--- src/rtl/write_buffer_nline.sv ---
// Multi-entry line write buffer between the cache store path and the AXI
// write channel. Entries form a FIFO: writes merge into a matching unlocked
// entry or allocate at the tail, reads forward the youngest matching line,
// and the oldest entry drains through a valid/ready handshake.
module write_buffer_nline #(
  parameter int DEPTH  = 4,
  parameter int LINE_W = 128,
  parameter int ADDR_W = 32
) (
  input  logic                     clk,
  input  logic                     rst,
  input  logic                     wreq_i,
  input  logic [ADDR_W-1:0]        waddr_i,
  input  logic [LINE_W-1:0]        wdata_i,
  input  logic [LINE_W/32-1:0]     wsel_i,
  output logic                     wack_o,
  output logic                     whit_o,
  input  logic                     rreq_i,
  input  logic [ADDR_W-1:0]        raddr_i,
  output logic                     rhit_o,
  output logic [LINE_W-1:0]        rdata_o,
  input  logic                     drain_en_i,
  output logic                     axi_wvalid_o,
  input  logic                     axi_wready_i,
  output logic [ADDR_W-1:0]        axi_waddr_o,
  output logic [LINE_W-1:0]        axi_wdata_o,
  output logic [$clog2(DEPTH):0]   count_o,
  output logic                     full_o,
  output logic                     empty_o
);

  localparam int WSEL_W = LINE_W / 32;
  localparam int OFF    = $clog2(LINE_W / 8);
  localparam int CNT_W  = $clog2(DEPTH) + 1;
  localparam int PTR_W  = $clog2(DEPTH);
  localparam int TAG_W  = ADDR_W - OFF;

  typedef enum logic {IDLE, SEND} state_t;

  // Word-granular merge of new data into an existing line.
  function automatic logic [LINE_W-1:0] merge_words(
    input logic [LINE_W-1:0] old_line,
    input logic [LINE_W-1:0] new_line,
    input logic [LINE_W-1:0] mask
  );
    return (old_line & ~mask) | (new_line & mask);
  endfunction

  logic [DEPTH-1:0]  vld;
  logic [TAG_W-1:0]  tag_q  [DEPTH];
  logic [LINE_W-1:0] line_q [DEPTH];
  logic [PTR_W-1:0]  head;
  logic [PTR_W-1:0]  tail;
  logic [CNT_W-1:0]  count;
  logic [CNT_W-1:0]  count_nxt;
  state_t            state;
  state_t            state_nxt;

  logic [TAG_W-1:0]  wtag;
  logic [TAG_W-1:0]  rtag;
  logic              wmatch;
  logic [PTR_W-1:0]  widx;
  logic              rmatch;
  logic [PTR_W-1:0]  ridx;
  logic [LINE_W-1:0] mask;
  logic              locked;
  logic              push;
  logic              merge;
  logic              pop;

  assign wtag   = waddr_i[ADDR_W-1:OFF];
  assign rtag   = raddr_i[ADDR_W-1:OFF];
  assign locked = (state == SEND);

  // Write match: at most one valid entry other than the locked head can match.
  always_comb begin
    wmatch = 1'b0;
    widx   = '0;
    for (int i = 0; i < DEPTH; i++) begin
      if (vld[i] && (tag_q[i] == wtag) && !(locked && (PTR_W'(i) == head))) begin
        wmatch = 1'b1;
        widx   = PTR_W'(i);
      end
    end
  end

  // Read match: scan oldest to youngest so the youngest match wins.
  always_comb begin
    rmatch = 1'b0;
    ridx   = '0;
    for (int k = 0; k < DEPTH; k++) begin
      if (vld[head + PTR_W'(k)] && (tag_q[head + PTR_W'(k)] == rtag)) begin
        rmatch = 1'b1;
        ridx   = head + PTR_W'(k);
      end
    end
  end

  // Expand 32-bit word enables into a bit mask.
  always_comb begin
    mask = '0;
    for (int w = 0; w < WSEL_W; w++) begin
      mask[w*32 +: 32] = {32{wsel_i[w]}};
    end
  end

  assign full_o       = (count == CNT_W'(DEPTH));
  assign empty_o      = (count == '0);
  assign count_o      = count;
  assign whit_o       = wreq_i & wmatch;
  assign wack_o       = wreq_i & (wmatch | ~full_o);
  assign push         = wack_o & ~wmatch;
  assign merge        = wack_o & wmatch;
  assign pop          = locked & axi_wready_i;
  assign count_nxt    = count + CNT_W'(push) - CNT_W'(pop);
  assign rhit_o       = rreq_i & rmatch;
  assign rdata_o      = rhit_o ? line_q[ridx] : '0;
  assign axi_wvalid_o = locked;
  assign axi_waddr_o  = {tag_q[head], {OFF{1'b0}}};
  assign axi_wdata_o  = line_q[head];

  // Control state: valid bits, FIFO pointers and occupancy.
  always_ff @(posedge clk) begin
    if (rst) begin
      vld   <= '0;
      head  <= '0;
      tail  <= '0;
      count <= '0;
    end else begin
      if (push) begin
        vld[tail] <= 1'b1;
        tail      <= tail + 1'b1;
      end
      if (pop) begin
        vld[head] <= 1'b0;
        head      <= head + 1'b1;
      end
      count <= count_nxt;
    end
  end

  // Entry payload: allocate at tail or merge into the matching entry.
  always_ff @(posedge clk) begin
    if (push) begin
      tag_q[tail]  <= wtag;
      line_q[tail] <= wdata_i;
    end else if (merge) begin
      line_q[widx] <= merge_words(line_q[widx], wdata_i, mask);
    end
  end

  // Drain FSM state register.
  always_ff @(posedge clk) begin
    if (rst) state <= IDLE;
    else     state <= state_nxt;
  end

  // Drain FSM next state: back-to-back beats while entries remain and draining is allowed.
  always_comb begin
    state_nxt = state;
    case (state)
      IDLE: if ((count != '0) && drain_en_i) state_nxt = SEND;
      SEND: if (axi_wready_i) state_nxt = ((count_nxt != '0) && drain_en_i) ? SEND : IDLE;
      default: state_nxt = IDLE;
    endcase
  end

endmodule

--- config.mk ---
export PLATFORM = sky130hd
export DESIGN_NAME = write_buffer_nline
export DESIGN_NICKNAME = d
export VERILOG_FILES = /design/src/rtl/write_buffer_nline.sv
export SDC_FILE = /design/constraint.sdc
export NUM_CORES = 2
export LEC_CHECK = 0
export BUFFER_PORTS_ARGS = -buffer_cell sky130_fd_sc_hd__buf_2
export CORE_ASPECT_RATIO = 0.75
export CORE_MARGIN = 2
export CORE_UTILIZATION = 50
export DETAILED_ROUTE_END_ITERATION = 8
export PLACE_DENSITY = 0.7
export SYNTH_ARGS = -nofsm -noshare
export SYNTH_HDL_FRONTEND = slang
export SYNTH_SLANG_ARGS = --single-unit
--- constraint.sdc ---
create_clock -name clk -period 17.5 [get_ports clk]
set_input_delay 1.75 -clock clk [delete_from_list [all_inputs] [get_ports clk]]
set_output_delay 1.75 -clock clk [all_outputs]
set_load 0.005 [all_outputs]
Word-level counts from Yosys, hierarchy flattened
Memories as Yosys holds them, arrays and structs flattened. A register that Yosys moved wholly into a read port is not among the register bits.
Cells that the tools add are included.
- mux-type cells: 47
- bitwise gates (word level): 17
- eq/ne operators: 12
- add/subtract/negate cells: 6
- multiply operators: 0
- reduce and logical (&&, ||, !) cells: 29
- divide/modulo/power cells: 0
- shift-type cells: 0
- magnitude comparators: 7
- operators with widths (cell ; number):
    bitwise AND 128 bit ; 2
    two-way mux 128 bit ; 2
    == test 28 bit ; 8
    NOT 128 bit ; 1
    bitwise OR 128 bit ; 1
    OR reduction 128 bit ; 1
    two-way mux 1 bit ; 24
    two-way mux 2 bit ; 11
    logical AND 1 bit ; 20
    < comparator 2 x 3 -> 1 bit, second input constant ; 5
    two-way mux 4 bit ; 3
    binary-select mux 1 bit (select 2 bit) ; 4
    bitwise AND 1 bit ; 6
    nonzero test 3 bit ; 2
    adder 2 x 1 -> 2 bit, second input constant ; 2
    adder 2 bit, second input constant ; 2
    bitwise AND 4 bit ; 1
    demux 1 bit (select 2 bit) ; 2
    == test 2 bit, first input constant ; 2
    greater-or-equal comparator 2 x 1 -> 1 bit, second input constant ; 2
    logical NOT 1 bit ; 4
    NOT 4 bit ; 1
    bitwise OR 4 bit ; 1
    adder 3 x 1 -> 3 bit ; 1
    other kinds (8) ; 10
- latch bits: 0
- ROM bits: 0
- memories kept: 2
- RAM bits: 624
- output and inout bits: 297
- register bits: 12
- memories (name ; words ; bits a word ; read ports ; clocked after memory_dff ; wr ports ; RTL line ; text):
    line_q ; 4 ; 128 ; 3 ; 1 ; 1 ; 51 ; logic [LINE_W-1:0] line_q [DEPTH];
    tag_q ; 4 ; 28 ; 8 ; 1 ; 1 ; 50 ; logic [TAG_W-1:0] tag_q [DEPTH];

Logic depth before layout (Yosys ltp)
- depth in word-level cells: 18
- depth in mapped cells: 21

Least setup slack after synthesis
Ideal clock, no wire load.
- kind: input to register
- start: input waddr_i[12]
- end: memory line_q[1][0] (enable)
- data required time: 16.883 ns
- cell stages on the path: 9
- setup slack: 7.661 ns
- arrival time: 9.222 ns
- cell sequence: clkbuf_1 xnor2_1 or4b_1 nor3_1 inv_1 and4_1 nor2b_1 mux2_2 nor2_1
- longest elaborated chain between the ends: 15
- elaborated cells on any way between the ends: 32
- RTL lines (item ; RTL line ; text):
    start, declared ; 13 ; input logic [ADDR_W-1:0] waddr_i,
    == test 28 bit ; 80 ; if (vld[i] && (tag_q[i] == wtag) && !(locked && (PTR_W'(i) == head))) begin
    logical AND 1 bit (2 in series) ; 80 ;
    two-way mux 1 bit (4 in series) ; 80 ;
    bitwise OR 1 bit ; 111 ; assign wack_o = wreq_i & (wmatch | ~full_o);
    bitwise AND 1 bit ; 111 ;
    bitwise AND 1 bit ; 113 ; assign merge = wack_o & wmatch;
    two-way mux 1 bit ; 147 ; end else if (merge) begin
    two-way mux 1 bit ; 144 ; if (push) begin
    two-way mux 1 bit (implied by the code) ; 148 ; line_q[widx] <= merge_words(line_q[widx], wdata_i, mask);
    OR reduction 128 bit (no line) ; -- ;
    two-way mux 2 bit (no line) or two-way mux 1 bit (tied branches) ; -- ;
    end, declared ; 51 ;
Several ways; a longest one is shown, not always the timed one.

Worst setup path after layout
- start: register head[1]
- end: output rdata_o[10]
- longest elaborated chain between the ends: 9
- elaborated cells on any way between the ends: 30
- RTL lines (item ; RTL line ; text):
    start, declared ; 52 ; logic [PTR_W-1:0] head;
    start signal, assigned ; 136 ; head <= head + 1'b1;
    adder 2 x 1 -> 2 bit or binary-select mux 1 bit (select 2 bit) (tied branches) ; 92, 94 ;
    memory read (4 x 28 bit) (tied with other cells) ; -- ;
    == test 28 bit (tied with other cells) ; 92 ; if (vld[head + PTR_W'(k)] && (tag_q[head + PTR_W'(k)] == rtag)) begin
    logical AND 1 bit (tied with other cells) ; 92 ;
    two-way mux 2 bit or two-way mux 1 bit (tied branches) (3 in series) ; 92 ;
    memory read (4 x 128 bit) or bitwise AND 1 bit (tied branches) ; -- ;
    two-way mux 128 bit * ; 117 ; assign rdata_o = rhit_o ? line_q[ridx] : '0;
    end, declared ; 21 ; output logic [LINE_W-1:0] rdata_o,
Mark *: on every way between the ends. The rest lies on a longest branch, timed or not. The select of a mux whose other input is x is not followed.

==> summary.md <==
| Metric | Value |
|---|---|
| Initial antenna violation count | `25` |
| CP Data Arrival Time | `about 9000 ps` |
| H-tree depth | `3` |
| CTS tree | `yes` |
| Vias in the first global route | `approximately 28,000` |
| CTS Sinks | `about 640` |
| CP Class | `register to output port` |
| CORE AREA | `between 0.07 and 0.08 mm2` |
| Routability congestion estimate | `1.00` |
| Startpoint Class | `register` |
| Status | `complete, no violations` |
| Nets | `3,739` |
| Final Power | `about 4500 uW` |
| DIE AREA | `about 0.08 mm2` |
| CP max stage cell | `ha_2` |
| Final Skew | `25.2 ps` |
| RSZ-0062 raised after global routing | `false` |
| CTS resizes | `0` |
| Dpl ws | `7860 ps` |
| Cell Pwr Density | `a little over 100 mW/mm2` |
| Layout cells sized above 1 | `0.274` |
| Met3 usage | `0.0924` |
| Clk Latency, worst-skew pair | `about 620 ps` |
| Width of the die | `327 um` |
| EDFF count, synth | `about 620` |
| Ys Warns | `0` |
| Hold/Removal Path Class | `register to register` |
| Async SR Flop Fraction | `0` |
| Tcrit/Tclk final | `0.605` |
| Post-Syn Area per Cell | `12.2 um2` |
| # rows | `between 80 and 90` |
| Clk buf depth | `3` |
| Commonest register cell after synthesis | `edfxtp_1` |
| DRT iter0 DRCs | `between 3,000 and 4,000` |
| Synth-to-layout area growth | `12.4%` |
| Clock-pin slew on the worst setup and hold paths | `~60 ps` |
| Num ports | `around 500` |
| Endpoints failing hold | `0` |
| Final routed DRC violation total | `0` |
| Seq/Total Area, Yosys | `0.486` |
| Most frequent cells in the layout | `edfxtp_1 (624), buf_2 (486), nand2_1 (413), mux2i_1 (221), mux4_2 (187)` |
| Hold bufs inserted after CTS | `0` |
| Global-route wire length before repair | `about 190,000 um` |
| Detailed Route WL | `about 130,000 um` |
| CP Data Required Time | `roughly 16,000 ps` |
| Detailed Place HPWL | `~83,000 um` |
| Max FO, Critical Path | `77` |
| Seq cells post-synth | `638` |
| Largest net degree at the start of global routing | `a little under 200` |
| Max-Cap Viols | `0` |
| PortBufs | `486` |
| Clk root buf | `clkbuf_16` |
| Slew margin rel. | `0.169` |
| DR vias | `approximately 30,000` |
| Worst-Margin Slew | `1250 ps` |
| Commonest non-fill, non-tap cell in the layout | `edfxtp_1` |
| Fillers | `between 6,000 and 7,000` |
| Static Leak | `about 0.016 uW` |
| Setup TNS | `0 ps` |
| Drt wl/cell | `27.9 um` |
| CP endpoint kind | `output port` |
| Die Height | `246 um` |
| Peak VDD IR | `~85 uV` |
| Met2 Usage GRT | `0.468` |
| Worst setup margin | `~6900 ps` |
| Routed vias/inst | `6.55` |
| Mapped cell area | `0.0392 mm2` |
| Total track usage | `0.310` |
| Routed Antenna Nets | `0` |
| Grt peak-use layer | `met2` |
| Met1 global-route usage | `0.431` |
| Postcts setup bufs | `0` |
| Post-synth cell types | `87` |
| CP cell instances | `buf_4 > clkinv_1 > ha_2 > buf_4 > mux4_2 > xor2_1 > nor4b_1 > and4_1 > a2111oi_2 > o21ai_4 > and2_4 > buf_4 > a211oi_1 > a311oi_1 > buf_2` |
| Remaining Overflow, GRT | `0` |
| Fmax | `0.0945 GHz` |
| Most used cell along the critical path | `buf_4` |
| Num CTS Buffers | `between 60 and 70` |
| Critical Path Max Stage Delay | `between 1000 and 1500 ps` |
| Crit path time final | `roughly 11,000 ps` |
| Mapped Cells | `between 3,000 and 4,000` |
| Final setup fails | `0` |
| Final slew viol count | `0` |
| DR pass1 iterations | `6` |
| Initial core utilization | `0.507` |
## Yosys cell counts, types with 4 or more instances
master,number,area share
a2111oi_0,4,0.00089
a211oi_1,152,0.029
a211oi_2,109,0.035
a21boi_0,118,0.023
a21boi_1,12,0.0023
a21oi_1,140,0.018
a22oi_1,9,0.0017
a2bb2oi_1,9,0.0020
a311oi_1,128,0.029
a31oi_1,4,0.00064
and2_1,8,0.0013
and4_1,4,0.00089
buf_1,28,0.0027
buf_2,58,0.0074
buf_4,12,0.0023
buf_6,16,0.0046
buf_8,15,0.0058
clkbuf_1,165,0.016
dfxtp_1,14,0.0072
edfxtp_1,624,0.48
ha_1,10,0.0032
inv_1,24,0.0023
mux2_2,18,0.0052
mux2i_1,221,0.056
mux4_2,187,0.11
nand2_1,414,0.040
nand2b_1,16,0.0026
nand3_1,12,0.0015
nand4_1,34,0.0054
nand4b_1,4,0.00089
nor2_1,170,0.016
nor2b_1,5,0.00080
nor3_1,12,0.0015
nor3b_1,4,0.00077
nor4_1,25,0.0040
nor4b_1,4,0.00089
o211ai_1,6,0.0012
o21ai_0,140,0.018
o22ai_1,9,0.0014
or3b_2,5,0.0011
xnor2_1,130,0.029
xor2_1,73,0.016
## cell families after synthesis
| family | Yosys count | share of synthesized area |
|---|---|---|
| AOI/OAI and AO/OA | 872 | 0.169 |
| and+or+nand+nor | 743 | 0.0841 |
| DFF | 638 | 0.486 |
| muxes | 429 | 0.171 |
| buffers and inverters | 321 | 0.0416 |
| xor gates and xnor gates | 203 | 0.0454 |
| adders and majority gates | 11 | 0.00371 |
| other | 1 | 0.0000958 |
## routing by layer
metal | wire length [um] | vias up
li1 | - | 13200
met1 | 51200 | 15000
met2 | 57500 | 1812
met3 | 16400 | 249
met4 | 4090 | 18
met5 | 102 | -
## worst paths after layout
kind                             start                       end  slack (ps)  cells past startpoint
hold reg to reg      vld[2]$_SDFF_PP0_         vld[2]$_SDFF_PP0_         550                      1
hold / removal       vld[2]$_SDFF_PP0_         vld[2]$_SDFF_PP0_         550                      1
setup reg to reg  head[1]$_SDFFE_PP0P_  line_q[2][118]$_DFFE_PP_       10410                     14
setup / recovery  head[1]$_SDFFE_PP0P_               rdata_o[10]        6920                     15
## layout make-up
class	count	area, um2	area share
inverter	26	97.6	0.00222
timing repair buffer	531	2820	0.0641
antenna	24	60.1	0.00136
clock inverter	34	272	0.00617
clock buffer	87	1810	0.0412
sequential	638	19000	0.432
multi-input combinational	2262	18600	0.423
tap	1035	1290	0.0294
## power by group
group          switching (uW)  total, uW  internal, uW
combinational             628       1110           480
clock                     605       1390           780
sequential                138       2000          1860
## critical path, delay by kind of cell (launching register included)
family	cells	cell delay (ps)
xor gates and xnor gates	1	180
muxes	1	630
and+or+nand+nor	3	1670
AOI/OAI and AO/OA	4	1440
DFF	1	310
buffers and inverters	5	2780
adders and majority gates	1	1030
## stage by stage
step	hold WS, ps	std cells	area (um2)	util
2_1_floorplan	497	3221	39200	-
3_3_place_gp	530	4492	41900	0.542
3_5_place_dp	538	4492	41900	0.542
4_1_cts	552	4613	43900	0.569
5_1_grt	594	4628	44000	0.570
6_report	546	4637	44000	0.570
## state kept, by name (all words and copies together) (netlist names), named ones only
| name | flops |
|---|---|
| vld | 4 |
| count_o | 3 |
| head | 2 |
| tag_q | 112 |
| tail | 2 |
| line_q | 512 |
| axi_wvalid_o | 1 |
Note: power is estimated with default switching activity, not from simulation.
